### src/rtl/rv_pkg.sv
// Shared types and constants for the RISC-V writeback stage.
package rv_pkg;

    typedef enum logic [1:0] {
        RES_ALU  = 2'd0,
        RES_LOAD = 2'd1,
        RES_PC4  = 2'd2,
        RES_NONE = 2'd3
    } res_src_t;

    localparam logic [2:0] F3_LB  = 3'b000;
    localparam logic [2:0] F3_LH  = 3'b001;
    localparam logic [2:0] F3_LW  = 3'b010;
    localparam logic [2:0] F3_LBU = 3'b100;
    localparam logic [2:0] F3_LHU = 3'b101;

    typedef logic [1:0] wb_state_t;

    localparam wb_state_t ST_IDLE    = 2'd0;
    localparam wb_state_t ST_WB      = 2'd1;
    localparam wb_state_t ST_WAIT_LD = 2'd2;

endpackage

### src/rtl/rv_load_align.sv
// Load data alignment and sign/zero extension, plus misalignment detection.
module rv_load_align
    import rv_pkg::*;
(
    input  logic [31:0] word,
    input  logic [1:0]  off,
    input  logic [2:0]  funct3,
    output logic [31:0] data,
    output logic        misaligned
);

    logic [7:0]  byte_sel;
    logic [15:0] half_sel;

    always_comb begin
        case (off)
            2'd1:    byte_sel = word[15:8];
            2'd2:    byte_sel = word[23:16];
            2'd3:    byte_sel = word[31:24];
            default: byte_sel = word[7:0];
        endcase
        half_sel = off[1] ? word[31:16] : word[15:0];
    end

    // Unlisted funct3 encodings fall through to word behaviour.
    always_comb begin
        data       = word;
        misaligned = 1'b0;
        case (funct3)
            F3_LB:  data = {{24{byte_sel[7]}}, byte_sel};
            F3_LBU: data = {24'h000000, byte_sel};
            F3_LH: begin
                data       = {{16{half_sel[15]}}, half_sel};
                misaligned = off[0];
            end
            F3_LHU: begin
                data       = {16'h0000, half_sel};
                misaligned = off[0];
            end
            default: misaligned = (off != 2'b00);
        endcase
    end

endmodule

### src/rtl/rv_writeback.sv
// Writeback stage: selects the result, waits for load data, drives the register-file write port.
module rv_writeback
    import rv_pkg::*;
#(
    parameter int unsigned INSTRET_W = 64
) (
    input  logic                 i_clk,
    input  logic                 i_reset,
    input  logic                 i_valid,
    output logic                 o_ready,
    input  logic [4:0]           i_rd,
    input  logic [1:0]           i_res_src,
    input  logic [31:0]          i_alu_result,
    input  logic [31:0]          i_pc4,
    input  logic [2:0]           i_funct3,
    input  logic                 i_dmem_rvalid,
    input  logic [31:0]          i_dmem_rdata,
    output logic [4:0]           o_rd,
    output logic                 o_write,
    output logic [31:0]          o_data,
    output logic                 o_ld_pending,
    output logic [4:0]           o_ld_rd,
    output logic                 o_misaligned,
    output logic                 o_retire,
    output logic [INSTRET_W-1:0] o_instret
);

    wb_state_t            state, state_nxt;
    logic [1:0]           ld_off, ld_off_nxt;
    logic [2:0]           ld_f3, ld_f3_nxt;
    logic [4:0]           rd_nxt, ld_rd_nxt;
    logic [31:0]          data_nxt;
    logic                 write_nxt, retire_nxt, mis_nxt, ld_pending_nxt;
    logic [INSTRET_W-1:0] instret_nxt;

    logic                 accept;
    logic [1:0]           al_off;
    logic [2:0]           al_f3;
    logic [31:0]          al_data;
    logic                 al_mis;

    assign o_ready = (state != ST_WAIT_LD) && !i_reset;
    assign accept  = i_valid && (state != ST_WAIT_LD);

    // While waiting, align with the captured offset/size; otherwise check the incoming load.
    assign al_off = (state == ST_WAIT_LD) ? ld_off : i_alu_result[1:0];
    assign al_f3  = (state == ST_WAIT_LD) ? ld_f3  : i_funct3;

    rv_load_align u_align (
        .word       (i_dmem_rdata),
        .off        (al_off),
        .funct3     (al_f3),
        .data       (al_data),
        .misaligned (al_mis)
    );

    always_comb begin
        state_nxt      = state;
        rd_nxt         = o_rd;
        data_nxt       = o_data;
        write_nxt      = 1'b0;
        retire_nxt     = 1'b0;
        mis_nxt        = 1'b0;
        ld_pending_nxt = o_ld_pending;
        ld_rd_nxt      = o_ld_rd;
        ld_off_nxt     = ld_off;
        ld_f3_nxt      = ld_f3;
        instret_nxt    = o_instret;

        case (state)
            ST_WAIT_LD: begin
                if (i_dmem_rvalid) begin
                    state_nxt      = ST_WB;
                    ld_pending_nxt = 1'b0;
                    retire_nxt     = 1'b1;
                    instret_nxt    = o_instret + INSTRET_W'(1);
                    if (o_ld_rd != 5'd0) begin
                        write_nxt = 1'b1;
                        rd_nxt    = o_ld_rd;
                        data_nxt  = al_data;
                    end
                end
            end
            default: begin
                if (!accept) begin
                    state_nxt = ST_IDLE;
                end else if (i_res_src == RES_LOAD) begin
                    if (al_mis) begin
                        state_nxt = ST_WB;
                        mis_nxt   = 1'b1;
                    end else begin
                        state_nxt      = ST_WAIT_LD;
                        ld_pending_nxt = 1'b1;
                        ld_rd_nxt      = i_rd;
                        ld_off_nxt     = i_alu_result[1:0];
                        ld_f3_nxt      = i_funct3;
                    end
                end else begin
                    state_nxt   = ST_WB;
                    retire_nxt  = 1'b1;
                    instret_nxt = o_instret + INSTRET_W'(1);
                    if ((i_res_src != RES_NONE) && (i_rd != 5'd0)) begin
                        write_nxt = 1'b1;
                        rd_nxt    = i_rd;
                        data_nxt  = (i_res_src == RES_PC4) ? i_pc4 : i_alu_result;
                    end
                end
            end
        endcase
    end

    always_ff @(posedge i_clk or posedge i_reset) begin
        if (i_reset) begin
            state        <= ST_IDLE;
            o_rd         <= '0;
            o_data       <= '0;
            o_write      <= 1'b0;
            o_retire     <= 1'b0;
            o_misaligned <= 1'b0;
            o_ld_pending <= 1'b0;
            o_ld_rd      <= '0;
            ld_off       <= '0;
            ld_f3        <= '0;
            o_instret    <= '0;
        end else begin
            state        <= state_nxt;
            o_rd         <= rd_nxt;
            o_data       <= data_nxt;
            o_write      <= write_nxt;
            o_retire     <= retire_nxt;
            o_misaligned <= mis_nxt;
            o_ld_pending <= ld_pending_nxt;
            o_ld_rd      <= ld_rd_nxt;
            ld_off       <= ld_off_nxt;
            ld_f3        <= ld_f3_nxt;
            o_instret    <= instret_nxt;
        end
    end

endmodule

### config.mk
export PLATFORM = sky130hd
export DESIGN_NAME = rv_writeback
export DESIGN_NICKNAME = d
export VERILOG_FILES = /design/src/rtl/rv_pkg.sv /design/src/rtl/rv_load_align.sv /design/src/rtl/rv_writeback.sv
export SDC_FILE = /design/constraint.sdc
export NUM_CORES = 1
export LEC_CHECK = 0
export CAP_MARGIN = 5
export CORE_UTILIZATION = 43
export DETAILED_ROUTE_END_ITERATION = 10
export GPL_ROUTABILITY_DRIVEN = 0
export HOLD_SLACK_MARGIN = 0.03
export PLACE_DENSITY = 0.84
export SYNTH_ARGS = -nofsm -noshare
export SYNTH_HDL_FRONTEND = slang
export SYNTH_SLANG_ARGS = --single-unit
### constraint.sdc
create_clock -name i_clk -period 6.1 [get_ports i_clk]
set_clock_uncertainty 0.15 [all_clocks]
set_input_delay 1.83 -clock i_clk [delete_from_list [all_inputs] [get_ports i_clk]]
set_output_delay 1.83 -clock i_clk [all_outputs]
set_load 0.05 [all_outputs]
==> Word level (Yosys, flattened, before mapping) <==
Cells that the tools add are included.
{ "op_classes": {"addsub": 1, "eq_ne": 15, "muxes": 47, "n_bitwise": 2, "reduce_logical": 17} }
{ "ops": {"columns": ["operator", "count"], "rows": [
  ["two-way mux 64 bit", 4],
  ["two-way mux 32 bit", 7],
  ["one-hot mux 32 bit (4 select lines)", 1],
  ["adder 64 x 1 -> 64 bit, second input constant", 1],
  ["two-way mux 5 bit", 6],
  ["one-hot mux 8 bit (3 select lines)", 1],
  ["two-way mux 1 bit", 19],
  ["two-way mux 16 bit", 1],
  ["two-way mux 2 bit", 6],
  ["nonzero test 5 bit", 2],
  ["equality test 2 bit, second input constant", 4],
  ["inequality test 2 bit, second input constant", 4],
  ["AND reduction 4 bit", 2],
  ["nonzero test 2 bit", 4],
  ["equality test 3 bit, second input constant", 2],
  ["AND reduction 5 bit", 1],
  ["equality test 2 x 1 -> 1 bit, second input constant", 2],
  ["inequality test 2 x 1 -> 1 bit, second input constant", 2],
  ["OR reduction 2 bit", 2],
  ["equality test 3 x 1 -> 1 bit, second input constant", 1],
  ["logical AND 1 bit", 3],
  ["zero test 3 bit", 1],
  ["two-way mux 3 bit", 1],
  ["AND reduction 3 bit", 1],
  ["other kinds (3)", 4]
]} }
{ "word_totals": {"ff_bits": 117, "input_bits": 110, "output_inout_bits": 111, "elab_cells": 93} }

==> Depth between registers and ports, before layout <==
{ "depth": {"ltp_word": 9, "depth_mapped": 9, "ltp_nobuf": 6} }

==> Modules after synthesis <==
A second synthesis with hierarchy kept.
{ "unflattened": {"hier_cells": 696, "hier_area_um2": 6457.4} }
{ "modules_own_cells": {"columns": ["mod", "n_inst", "cells_per_inst", "area_per_inst_um2", "seq_area_each_um2"], "rows": [
  ["rv_writeback", 1, 582, 5756.8, 2927.8],
  ["rv_load_align", 1, 114, 700.7, 0.0]
]} }

==> Worst setup path after synthesis <==
Ideal clock, no wire load.
{ "synth_path": {"path_kind": "input to output", "startpoint": "input i_reset", "endpoint": "output o_ready", "arrival_time_ns": 2.484, "required_time_ns": 4.120, "setup_slack_ns": 1.636, "stages": 1, "n_path_buf": 0, "path_cell_list": "nor2_1"} }
{ "synth_via": {"elab_chain_cells": 2} }
{ "synth_rtl": {"columns": ["item", "line_no", "rtl"], "rows": [
  ["start, declared", "rv_writeback.sv:8", "input logic i_reset,"],
  ["zero test 1 bit (no line)", null, null],
  ["logical AND 1 bit", "rv_writeback.sv:42", "assign o_ready = (state != ST_WAIT_LD) && !i_reset;"],
  ["end, declared", "rv_writeback.sv:10", "output logic o_ready,"]
]} }
Every way passes these cells.

==> Final worst setup path <==
Same ends and word-level chain as after synthesis.

==> impl_metrics.env <==
export IMPL_syn_area_per_cell_sq_um=10.1
export IMPL_relSlewSlack_pct=21.3
export IMPL_layout_nets=937
export IMPL_utilization_pct=65.1
export IMPL_synth_compound_area_share_pct=14.4
export IMPL_hold_class="reg2reg"
export IMPL_synth_cell_types=57
export IMPL_crit_fanout=2
export IMPL_grt_pass1_wl_mm=28.8
export IMPL_die_h_um=122
export IMPL_p_total_mw=2.82
export IMPL_htreeDepth=4
export IMPL_ys_warn_count=0
export IMPL_async_flop_share_pct=100
export IMPL_cellLeakagePower_nw=3.89
export IMPL_cts_num_sinks=117
export IMPL_cts_tree="built"
export IMPL_clk_latency_ns=0.42
export IMPL_port_buffers=220
export IMPL_num_fill_cells=1096
export IMPL_ys_seq_area_share_pct=47.1
export IMPL_netlist_area_sq_mm=0.00622
export IMPL_setup_ws_ns=0.901
export IMPL_clockPowerShare_pct=33.9
export IMPL_synth_most_common_cell="dfrtp_1"
export IMPL_path_clk_slew_ns=0.05
export IMPL_remaining_drc_errors=0
export IMPL_wirelength_mm=18.0
export IMPL_io_pins=221
export IMPL_synth_area_top_cells="dfrtp_1 (47%), xnor2_1 (6.8%), nand2_1 (5.9%)"
export IMPL_syn_nets=726
export IMPL_muxShareOfSynthArea_pct=7.60
export IMPL_required_ns=4.12
export IMPL_finalCritPeriodShare_pct=85.2
export IMPL_cellPowerDensity_mw_per_mm2=310
export IMPL_synthTopCellsByCount="dfrtp_1 (117), nand2_1 (98), xnor2_1 (48)"
export IMPL_post_route_min_period_ns=5.20
export IMPL_area_growth_pct=46.4
export IMPL_rsz0062_at_grt="no"
export IMPL_grt_ovfl_total=0
export IMPL_p_comb_share_pct=31.1
export IMPL_post_place_ws_ns=0.900
export IMPL_routedWlPerCell_um=17.6
export IMPL_synth_area_leader_cell="dfrtp_1"
export IMPL_grtUsageTotal_pct=25.3
export IMPL_worstSetupPathType="in2out"
export IMPL_ys_flop_type="dfrtp_1"
export IMPL_cts_hold_buf=0
export IMPL_synth_top_family_by_area="simple AND/OR/NAND/NOR gates"
export IMPL_antenna_cells=0
export IMPL_grt_pass1_vias=5566
export IMPL_post_cts_buffers=0
export IMPL_worstMarginPinSlew_ns=1.17
export IMPL_numCtsBuffers=17
export IMPL_timing_fmax_mhz=192
export IMPL_dieWidth_um=122
export IMPL_slew_violations=0
export IMPL_drive_above_1_share_pct=7.87
export IMPL_rows=43
export IMPL_hold_viol=0
export IMPL_cp_start_kind="input pin"
export IMPL_post_cts_resized=0
export IMPL_synth_edf_count=0
export IMPL_first_pass_iters=4
export IMPL_max_cap_violations=0
export IMPL_dp_hpwl_mm=13.1
export IMPL_setup_viol=0
export IMPL_antenna_found_initial=1
export IMPL_outcome="completed"
export IMPL_cts_root_buf="clkbuf_16"
export IMPL_ys_seq_elements=117
export IMPL_synthCells=615
export IMPL_cp_end_kind="output pin"
export IMPL_yosysTopAreaCellShare_pct=47.1
export IMPL_synth_simple_area_share_pct=18.5
export IMPL_switching_share_pct=36.9
export IMPL_ir_drop_uv=199
export IMPL_via_count=5658
export IMPL_start_util_pct=44.5
export IMPL_ant_nets=0
export IMPL_die_area_sq_mm=0.0150
export IMPL_power_switching_mw=1.04
export IMPL_clk_path_buf_depth=2
export IMPL_crit_arrival_ns=3.22
export IMPL_core_sq_mm=0.0140
export IMPL_tns_ns=0
export IMPL_seqPwrFrac_pct=35.0
export IMPL_post_synth_fa_ha_maj_area_fraction_pct=0.201
export IMPL_synth_xor_area_share_pct=8.87
export IMPL_grt_start_max_net_pins=75
export IMPL_drtIter0Drc=316
export IMPL_internal_power_mw=1.78
export IMPL_vias_per_cell=5.55
[worst paths after layout]
check / depth (start not counted) / to / slack [ns] / from
setup reg to reg: 8 / o_data[27]$_DFFE_PP0P_ / 2.35 / state[0]$_DFFE_PP0P_
hold / removal: 2 / o_ld_pending$_DFFE_PP0P_ / 0.33 / o_ld_pending$_DFFE_PP0P_
min in group asynchronous: 2 / o_data[10]$_DFFE_PP0P_ / 1.65 / i_reset
max in group asynchronous: 3 / o_ld_pending$_DFFE_PP0P_ / 3.19 / i_reset
hold reg to reg: 2 / o_ld_pending$_DFFE_PP0P_ / 0.33 / o_ld_pending$_DFFE_PP0P_
setup / recovery: 3 / o_ready / 0.90 / i_reset
[state kept, by name (all words and copies together) (netlist names)]
name          count
o_instret        64
o_data           32
o_ld_rd           5
o_rd              5
ld_f3             3
ld_off            2
state             2
o_ld_pending      1
o_misaligned      1
o_retire          1
o_write           1
[worst max-delay path, cell delays in order]
cell and delay, ns:
clkdlybuf4s50_1 0.46, nor2_1 0.12, clkdlybuf4s50_1 0.80
[layer usage]
layer	GRT usage (%)	up-vias	part of all wire, %
met1	31.5	2731	40
met5	0	-	0.083
met3	7.81	32	9.1
met2	41.5	224	49
met4	8.92	2	1.8
li1	-	2669	-
[cell type report]
cell class | instances | area (sq um) | area share (%)
repair buffers | 226 | 2250 | 24.7
well taps | 180 | 225 | 2.47
clock inverters | 15 | 143 | 1.57
flip-flops and latches | 117 | 2930 | 32.1
clock buffers | 17 | 425 | 4.67
inverters | 10 | 40.0 | 0.439
multi-input cells | 454 | 3100 | 34.0
[power groups by stage]
stage,Clock (mW),Sequential (mW),Combinational (mW)
2_1_floorplan,0,1.27,0.262
3_3_place_gp,0,0.995,0.869
3_5_place_dp,0,0.995,0.878
4_1_cts,0.967,0.986,0.880
5_1_grt,1.01,1.00,0.920
6_report,0.956,0.988,0.877
[stage by stage]
stage               instance area, sq um  instances  hold WS [ns]
floorplan                           6220        615         0.331
global placement                    8540        987         0.310
detailed placement                  8540        987         0.323
CTS                                 9110       1019         0.336
global route                        9110       1019         0.348
finish                              9110       1019         0.326
[logic make-up after synthesis]
kind of cell,count (synthesis)
AO/OA/AOI/OAI,122
XOR/XNOR,63
adder cells (fa/ha/maj),1
buffers and inverters,44
flip-flops,117
multiplexers,43
AND/OR/NAND/NOR,225
[cell usage in the layout, fill, tap and decap left out, drive strengths merged, types with 7 or more instances in the layout]
cell	Yosys	final
a21oi	21	21
clkdlybuf4s50	0	220
o311ai	8	8
nand2	98	98
and2	7	7
nand4	22	22
inv	9	15
o21ai	17	17
o221ai	8	8
mux2	10	10
xor2	15	15
or3	7	7
and3	12	12
a22o	16	16
mux2i	33	33
nand3	21	21
dfrtp	117	117
a211o	16	16
a31oi	22	22
nor3	16	16
nor2	19	19
xnor2	48	48
clkbuf	21	17
clkinv	1	7
(Power assumes the default switching activity.)
